## src/rtl/wbi_vic_pkg.sv

```systemverilog
// rtl/wbi_vic_pkg.sv - shared types and constants for the vectored interrupt controller
package wbi_vic_pkg;

    typedef enum logic [1:0] {
        IDLE    = 2'd0,
        ACK     = 2'd1,
        RELEASE = 2'd2
    } vic_state_t;

    localparam logic [15:0] SPUR_VEC_DEFAULT = 16'o000000;

    // Width of a source index; a single source still needs one bit.
    function automatic int idx_width(input int n);
        return (n <= 1) ? 1 : $clog2(n);
    endfunction

endpackage

```

## src/rtl/wbi_prio_enc.sv

```systemverilog
// rtl/wbi_prio_enc.sv - fixed-priority encoder, lowest set index wins
module wbi_prio_enc
    import wbi_vic_pkg::*;
#(
    parameter int N  = 4,
    parameter int IW = idx_width(N)
)(
    input  logic [N-1:0]  eff,
    output logic          any,
    output logic [IW-1:0] idx
);

    // Scan from the lowest-priority end so the lowest set index is written last.
    always_comb begin
        any = |eff;
        idx = '0;
        for (int k = N - 1; k >= 0; k--) begin
            if (eff[k]) idx = IW'(k);
        end
    end

endmodule

```

## src/rtl/wbi_vector_ctrl.sv

```systemverilog
// rtl/wbi_vector_ctrl.sv - vectored interrupt responder for the CPU ivec/istb/iack/virq handshake
module wbi_vector_ctrl
    import wbi_vic_pkg::*;
#(
    parameter int          N        = 4,
    parameter logic [15:0] SPUR_VEC = SPUR_VEC_DEFAULT,
    parameter int          HOLD     = 2
)(
    input  logic            wb_clk_i,
    input  logic            wb_rst_n,
    input  logic [N-1:0]    irq_req,
    input  logic [16*N-1:0] irq_vec,
    output logic [N-1:0]    irq_ack,
    output logic            virq,
    input  logic            istb,
    output logic [15:0]     ivec,
    output logic            iack
);

    localparam int IW = idx_width(N);
    localparam int HW = (HOLD < 1) ? 1 : $clog2(HOLD + 1);

    vic_state_t    state;
    vic_state_t    state_nxt;
    logic [IW-1:0] winner;
    logic          spur;
    logic          abort_flag;
    logic [HW-1:0] hold_cnt [N];
    logic [N-1:0]  eff;
    logic [N-1:0]  excl;
    logic          any;
    logic [IW-1:0] idx;
    logic [15:0]   vec_sel;
    logic          take;

    // Requests from sources still in their post-ack hold window are ignored.
    always_comb begin
        eff = '0;
        for (int k = 0; k < N; k++) begin
            eff[k] = irq_req[k] & (hold_cnt[k] == '0);
        end
    end

    wbi_prio_enc #(.N(N), .IW(IW)) u_prio (
        .eff (eff),
        .any (any),
        .idx (idx)
    );

    // Vector of the current priority winner, or the spurious vector when nothing is pending.
    always_comb begin
        vec_sel = SPUR_VEC;
        for (int k = 0; k < N; k++) begin
            if (any && (idx == IW'(k))) vec_sel = irq_vec[16*k +: 16];
        end
    end

    // While a handshake is in flight the frozen winner no longer counts towards virq.
    always_comb begin
        excl = '0;
        if ((state != IDLE) && !spur) begin
            for (int k = 0; k < N; k++) begin
                if (winner == IW'(k)) excl[k] = 1'b1;
            end
        end
    end

    assign take = (state == RELEASE) && !istb && !spur && !abort_flag;

    // Handshake state register.
    always_ff @(posedge wb_clk_i or negedge wb_rst_n) begin
        if (!wb_rst_n) state <= IDLE;
        else           state <= state_nxt;
    end

    // Next-state: sample in IDLE, one ACK cycle, stay in RELEASE until the strobe drops.
    always_comb begin
        state_nxt = state;
        case (state)
            IDLE:    if (istb) state_nxt = ACK;
            ACK:     state_nxt = RELEASE;
            RELEASE: if (!istb) state_nxt = IDLE;
            default: state_nxt = IDLE;
        endcase
    end

    // Registered CPU-side outputs, winner latch and the per-handshake flags.
    always_ff @(posedge wb_clk_i or negedge wb_rst_n) begin
        if (!wb_rst_n) begin
            ivec       <= '0;
            iack       <= 1'b0;
            irq_ack    <= '0;
            virq       <= 1'b0;
            winner     <= '0;
            spur       <= 1'b0;
            abort_flag <= 1'b0;
        end else begin
            irq_ack <= '0;
            virq    <= |(eff & ~excl);
            case (state)
                IDLE: begin
                    if (istb) begin
                        winner     <= idx;
                        spur       <= ~any;
                        abort_flag <= 1'b0;
                        ivec       <= vec_sel;
                    end
                end
                ACK: begin
                    iack <= 1'b1;
                    if (!istb) abort_flag <= 1'b1;
                end
                RELEASE: begin
                    if (!istb) begin
                        iack <= 1'b0;
                        ivec <= '0;
                        if (take) irq_ack <= N'(1) << winner;
                    end
                end
                default: ;
            endcase
        end
    end

    // Hold counters mask a serviced source while its device drops the request.
    always_ff @(posedge wb_clk_i or negedge wb_rst_n) begin
        if (!wb_rst_n) begin
            for (int k = 0; k < N; k++) hold_cnt[k] <= '0;
        end else begin
            for (int k = 0; k < N; k++) begin
                if (take && (winner == IW'(k)))  hold_cnt[k] <= HW'(HOLD);
                else if (hold_cnt[k] != '0)      hold_cnt[k] <= hold_cnt[k] - 1'b1;
            end
        end
    end

endmodule

```

## config.mk

```make
export PLATFORM = sky130hd
export DESIGN_NAME = wbi_vector_ctrl
export DESIGN_NICKNAME = d
export VERILOG_FILES = /design/src/rtl/wbi_vic_pkg.sv /design/src/rtl/wbi_prio_enc.sv /design/src/rtl/wbi_vector_ctrl.sv
export SDC_FILE = /design/constraint.sdc
export NUM_CORES = 1
export LEC_CHECK = 0
export ABC_AREA = 1
export CAP_MARGIN = 40
export CORE_ASPECT_RATIO = 1.4
export CORE_MARGIN = 1.5
export CORE_UTILIZATION = 47
export CTS_BUF_LIST = sky130_fd_sc_hd__clkbuf_8
export CTS_CLUSTER_DIAMETER = 50
export DETAILED_ROUTE_END_ITERATION = 8
export PLACE_DENSITY = 0.86
export SLEW_MARGIN = 20
export SYNTH_ARGS = -nofsm -noshare
export SYNTH_HDL_FRONTEND = slang
export SYNTH_SLANG_ARGS = --single-unit
```

## constraint.sdc

```tcl
create_clock -name wb_clk_i -period 1.7 [get_ports wb_clk_i]
set_clock_uncertainty 0.05 [all_clocks]
set_input_delay 0.425 -clock wb_clk_i [delete_from_list [all_inputs] [get_ports wb_clk_i]]
set_output_delay 0.425 -clock wb_clk_i [all_outputs]
set_load 0.01 [all_outputs]
```

==> metrics.yaml, run 1 <==
layout_commonest_cell: "nand2_1"
finalWirelength_microns: 7520
ctsHtreeMaxLevel: 2
cp.arrival_ns: 1.22
status: "completed"
pre_cts_ws_ns: -0.197
syn_inst: 348
crit_chain: "clkdlybuf4s50_1"
grt_max_degree: 20
cp-endpoint: "ivec[12]"
report.final.setup_viol: 0
drive_above_1_share_pct: 14.4
die_width_microns: 65.6
fp.dieH_microns: 90.7
ys_seq_area_share_pct: 34.9
clk_path_buf_depth: 2
antenna_found_initial: 0
reg2reg_from: "hold_cnt[2]"
grtUsageTotal_pct: 26.3
dieArea_sq_um: 5950
synth_simple_gate_area_share_pct: 44.4
utilization_pct: 72.5
ys_warn_count: 0
critical_path_required_ns: 1.22
dp_hpwl_microns: 5820
peakVddDrop_mv: 0.767
port_buffers: 92
period_share_pct: 99.7
power.density_nw_per_um2: 1430
synth_compound_area_share_pct: 4.41
worst-path-buf-inv: 1
worst_setup_path_end_kind: "output port"
cp.depth: 1
grt-ovfl-total: 0
holdWs_ns: 0.0189
start_util_pct: 49.3
synthAdderAreaFrac_pct: 1.94
hp-class: "in2async"
finalWorstSetupSlack_ns: 0.00586
max_freq_ghz: 0.590
cp_slowest_stage_delay_ns: 0.55
reg2reg_to: "ivec[2]"
root_buffer: "clkbuf_8"
n_antenna_cell: 0
max_slew_margin_pct: 69.7
path_max_fanout: 2
syn_area_sq_um: 2580
cts_hold_buf: 0
critical-path-top-delay-family: "buffers and inverters"
synth-seq-cells: 36
place_congestion: 0.878
grt_pass1_vias: 2638
vias_per_cell: 5.08
synth_xor_area_share_pct: 0.679
drtIter0Drc: 198
synth_cell_types: 31
path_class: "reg2out"
clk_pin_slew_ns: 0.08
num_rows: 31
drc: 0
final_cell_mix: "nand2_1, clkdlybuf4s50_1, inv_1"
cts_setup_buffers: 0
crit_path_start: "ivec[12]"
hold_violations: 0
r2r_slack_ns: 0.11
syn_area_per_cell_sq_um: 7.41
p_leak_nw: 2.04
ios: 93
route.antenna.remaining_nets: 0
firstDrtPassIters: 4
start_kind: "flip-flop"
synth_nets: 423
cts.sinks: 36
synthMuxAreaShare_pct: 0
cts_tree: "built"
totalPowerFinal_mw: 5.44
clock_latency_ns: 0.29
drv_slew: 0
min_period_ns: 1.69
r2r_cells: 11
synthToLayoutAreaGrowth_pct: 47.1
via_count: 2657
maxCapViolations: 0
coreArea_sq_um: 5240
worst_slew_pin_slew_ns: 0.454
synth_top_family_by_area: "simple AND/OR/NAND/NOR gates"
grt_pass1_wl_microns: 12200
numCtsBuffers: 5
rsz0062_at_grt: "no"
nNetsFinal: 531
drt-wirelength-per-cell_microns: 14.4
slowest_stage: "clkdlybuf4s50_1"
[metrics by stage]
stage,cells,setup TNS [ns],area (sq um)
floorplan,348,0,2580
global placement,515,-2.22,3670
detailed placement,515,-2.53,3670
CTS,523,0,3760
global route,523,0,3790
finish,523,0,3790
[logic make-up (layout without fill, tap and decap cells)]
| group | Yosys count | count (layout) |
|---|---|---|
| AOI/OAI and AO/OA | 20 | 20 |
| DFF | 36 | 36 |
| buffers and inverters | 68 | 177 |
| and+or+nand+nor | 218 | 218 |
| adders and majority gates | 4 | 4 |
| xor gates and xnor gates | 2 | 2 |
[registers in the layout, indices dropped and copies added, names as in the netlist, 2 cells and up]
| name | cells |
|---|---|
| hold_cnt | 8 |
| ivec | 16 |
| winner | 2 |
| irq_ack | 4 |
| state | 2 |
[synth_stat cells]
| cell type | n | area (sq um) |
|---|---|---|
| a21oi_1 | 2 | 10.0 |
| clkinv_1 | 7 | 26.3 |
| o211ai_2 | 1 | 12.5 |
| nand3_2 | 18 | 180 |
| nor2_1 | 14 | 52.6 |
| xor2_1 | 2 | 17.5 |
| dfrtp_1 | 36 | 901 |
| nand4_1 | 1 | 6.26 |
| buf_12 | 2 | 40.0 |
| buf_4 | 4 | 30.0 |
| o21ai_0 | 12 | 60.1 |
| o22ai_1 | 3 | 18.8 |
| buf_2 | 2 | 10.0 |
| nand2_4 | 3 | 33.8 |
| nand2_1 | 125 | 469 |
| inv_1 | 43 | 161 |
| nor2_2 | 1 | 6.26 |
| inv_2 | 2 | 7.51 |
| clkbuf_1 | 1 | 3.75 |
| nand2_2 | 1 | 6.26 |
| nor2_8 | 2 | 40.0 |
| inv_8 | 1 | 11.3 |
| o21bai_1 | 1 | 7.51 |
| nand3_1 | 32 | 160 |
| nor3_1 | 2 | 10.0 |
| ha_1 | 4 | 50.1 |
| inv_4 | 1 | 6.26 |
| nand3b_1 | 16 | 120 |
| o21ai_1 | 1 | 5.00 |
| buf_6 | 5 | 56.3 |
| nand2_8 | 3 | 60.1 |
[what timing repair did]
action	4_1_cts	5_1_grt
gates resized for setup	2	10
pin swaps	0	1
endpoints found under the setup margin	2	15
[worst min path at each step]
stage	start	endpoint	slack, ns	cells after the start
2_1_floorplan	wb_rst_n	abort_flag	0.08	0
3_3_place_gp	wb_rst_n	ivec[1]	0.34	1
3_5_place_dp	wb_rst_n	ivec[1]	0.35	1
4_1_cts	wb_rst_n	ivec[1]	0.03	1
5_1_grt	wb_rst_n	ivec[1]	0.05	1
6_report	wb_rst_n	ivec[1]	0.02	1
[power by group]
group          internal (mW)  switching (mW)  total, mW
sequential              1.26           0.215       1.47
clock                  0.319           0.310      0.629
combinational           1.51            1.83       3.34
[routing by layer]
metal / GRT usage [%] / routed length, microns / vias up
li1: - / - / 1299
met1: 28.6 / 2760 / 1251
met2: 50.2 / 4190 / 94
met3: 4.24 / 426 / 13
met4: 7.99 / 141 / 0
met5: 0 / 0 / -
[layout make-up]
cell class	count	area, sq um
well taps	66	82.6
multi-input cells	244	1340
flip-flops and latches	36	901
clock buffers	6	82.6
inverters	54	213
repair buffers	115	1160
fillers	398	1440
clock inverters	2	7.51
Note: power is estimated with default switching activity, not from simulation.
==> run 2: changes to the inputs <==
- PLACE_DENSITY: 0.86 -> default
- PLACE_DENSITY_LB_ADDON: default -> 0.15
==> run 2 against run 1 <==
  * Worst setup slack better by 0.031 ns
  * Sequential share of layout area about the same
  * Combinational power down 4%
  * Sequential cell count unchanged
  * Count of clock-buffer cells in the layout down 1
  * Register-to-register slack worse by 0.02 ns
  * Critical path depth unchanged
  * Utilization down 0.12 points
  * Via count down 4.0%
  * Sequential power about the same
  * First-iteration DRC count up 1.0%
  * Die area unchanged
==> metrics.yaml, run 2 (synthesized netlist as in run 1, its figures left out) <==
status: "completed"
path_class: "reg2out"
max_freq_ghz: 0.601  # +1.9%
vias_per_cell: 4.96  # -2.5%
final_cell_mix: "nand2_1, clkdlybuf4s50_1, inv_1"
largest_reg_flops: 16  # unchanged
regMostFlops: "ivec"
cts_tree: "built"
finalWorstSetupSlack_ns: 0.0372  # +0.0313 ns
dp_hpwl_microns: 5310  # -8.8%
crit_chain: "clkdlybuf4s50_1"
max_slew_margin_pct: 67.9  # -1.8 points
critical-path-top-delay-family: "buffers and inverters"
cts.sinks: 36  # unchanged
design_area_sq_um: 3790  # -0.16%
root_buffer: "clkbuf_8"
grt_pass1_vias: 2390  # -9.4%
fp.dieH_microns: 90.7  # unchanged
placed_area_sq_um: 3580  # -2.5%
cp.arrival_ns: 1.19  # -0.03 ns
pre_cts_ws_ns: -0.256  # -0.0596 ns
fillCellCount: 422  # +6.0%
firstDrtPassIters: 4  # unchanged
utilization_pct: 72.4  # -0.12 points
route.antenna.remaining_nets: 0  # unchanged
report.final.setup_viol: 0  # unchanged
via_count: 2552  # -4.0%
hold_violations: 0  # unchanged
grt_pass1_wl_microns: 11300  # -7.7%
grt-ovfl-total: 0  # unchanged
clock_latency_ns: 0.29  # about the same
coreArea_sq_um: 5240  # unchanged
ctsHtreeMaxLevel: 2  # unchanged
grt_max_degree: 37  # +85%
drc: 0  # unchanged
slowest_stage: "clkdlybuf4s50_1"
layout_commonest_cell: "nand2_1"
worst-path-buf-inv: 1  # unchanged
ios: 93  # unchanged
drive_above_1_share_pct: 13.1  # -1.3 points
critical_path_required_ns: 1.22  # about the same
min_period_ns: 1.66  # -0.0313 ns
num_rows: 31  # unchanged
nNetsFinal: 523  # -1.5%
maxCapViolations: 0  # unchanged
antenna_found_initial: 0  # unchanged
start_kind: "flip-flop"
worst_slew_pin_slew_ns: 0.481  # +0.0273 ns
drv_slew: 0  # unchanged
place_congestion: 0.865  # -1.5%
finalWirelength_microns: 7130  # -5.3%
clk_pin_slew_ns: 0.08  # about the same
cts_hold_buf: 0  # unchanged
largest_registers: "ivec x16, hold_cnt x8, irq_ack x4"
die_width_microns: 65.6  # unchanged
hp-class: "in2async"
start_util_pct: 49.3  # unchanged
power.density_nw_per_um2: 1520  # +5.7%
clk_path_buf_depth: 2  # unchanged
path_max_fanout: 2  # unchanged
dieArea_sq_um: 5950  # unchanged
peakVddDrop_mv: 1.01  # +31%
drtIter0Drc: 200  # +1.0%
grtUsageTotal_pct: 24.6  # -1.7 points
rsz0062_at_grt: "no"
synthToLayoutAreaGrowth_pct: 46.8
cp_slowest_stage_delay_ns: 0.54  # about the same
n_antenna_cell: 0  # unchanged
p_leak_nw: 2.06  # +1.1%
period_share_pct: 97.8  # -1.8 points
drt-wirelength-per-cell_microns: 13.8  # -3.8%
worst_setup_path_end_kind: "output port"
port_buffers: 92  # unchanged
numCtsBuffers: 5  # unchanged
## run 2: changes by cell type in the layout (fill, tap and decap cells not counted), sizes merged
cell,before,now
clkdlybuf4s50,84,81
buf,24,16
clkbuf,6,5
inv,49,47
dlymetal6s2s,5,8
bufinv,0,3
## run 2: area by class of cell
class / count / area [sq um] / area share [%]
multi-input combinational: 244 / 1330 / 35.1
timing repair buffer: 107 / 1100 / 29.0
sequential: 36 / 901 / 23.8
inverter: 54 / 215 / 5.68
clock inverter: 3 / 90.1 / 2.38
tap: 66 / 82.6 / 2.18
clock buffer: 5 / 68.8 / 1.82
## run 2: final timing paths
check | depth (start not counted) | start | slack (ns) | end
min | 2 | wb_rst_n | 0.12 | hold_cnt[6]
min reg2reg | 2 | ivec[9] | 0.43 | ivec[9]
max | 1 | ivec[14] | 0.04 | ivec[14]
max in group asynchronous | 2 | wb_rst_n | 1.14 | ivec[9]
max reg2reg | 10 | hold_cnt[2] | 0.09 | ivec[5]
min in group wb_clk_i | 2 | ivec[9] | 0.43 | ivec[9]
## run 2: worst register-to-register path: stages, from the launching register on
cell	delay (ns)
dfrtp_1	0.38
inv_1	0.08
ha_1	0.23
nand2_4	0.08
inv_2	0.12
nor2_8	0.07
buf_12	0.12
nand2_8	0.13
nand3_2	0.11
nand2_1	0.08
nand2_1	0.05
## run 2: repair_timing
item                                   in CTS  in global routing
endpoints found under the hold margin       0                  0
pin swaps                                   0                  1
setup endpoints to repair                   2                 23
gates resized for setup                     2                 12
setup buffers                               0                  1
## run 2: power breakdown
| group | total (mW) | internal [mW] | leakage, nW | switching [mW] |
|---|---|---|---|---|
| sequential | 1.47 | 1.26 | 0.463 | 0.218 |
| combinational | 3.20 | 1.41 | 1.52 | 1.79 |
| clock | 1.07 | 0.734 | 0.0784 | 0.334 |
## run 2: metal layers
layer	vias to the layer above	part of all wire, %	track usage [%]	wire length [microns]
met5	-	0	0	0
met4	0	1.5	7.47	106
met3	9	5.5	4.74	393
met2	94	51	43.3	3620
met1	1164	42	29.7	3010
li1	1285	-	-	-
## run 2: stage by stage
step / TNS (ns) / power (mW) / cells / hold slack (ns)
3_5_place_dp: -4.07 / 4.67 / 506 / 0.418
2_1_floorplan: 0 / 3.56 / 348 / 0.0794
5_1_grt: 0 / 6.16 / 515 / 0.170
6_report: 0 / 5.74 / 515 / 0.122
4_1_cts: 0 / 5.74 / 514 / 0.141
3_3_place_gp: -3.70 / 4.58 / 506 / 0.415
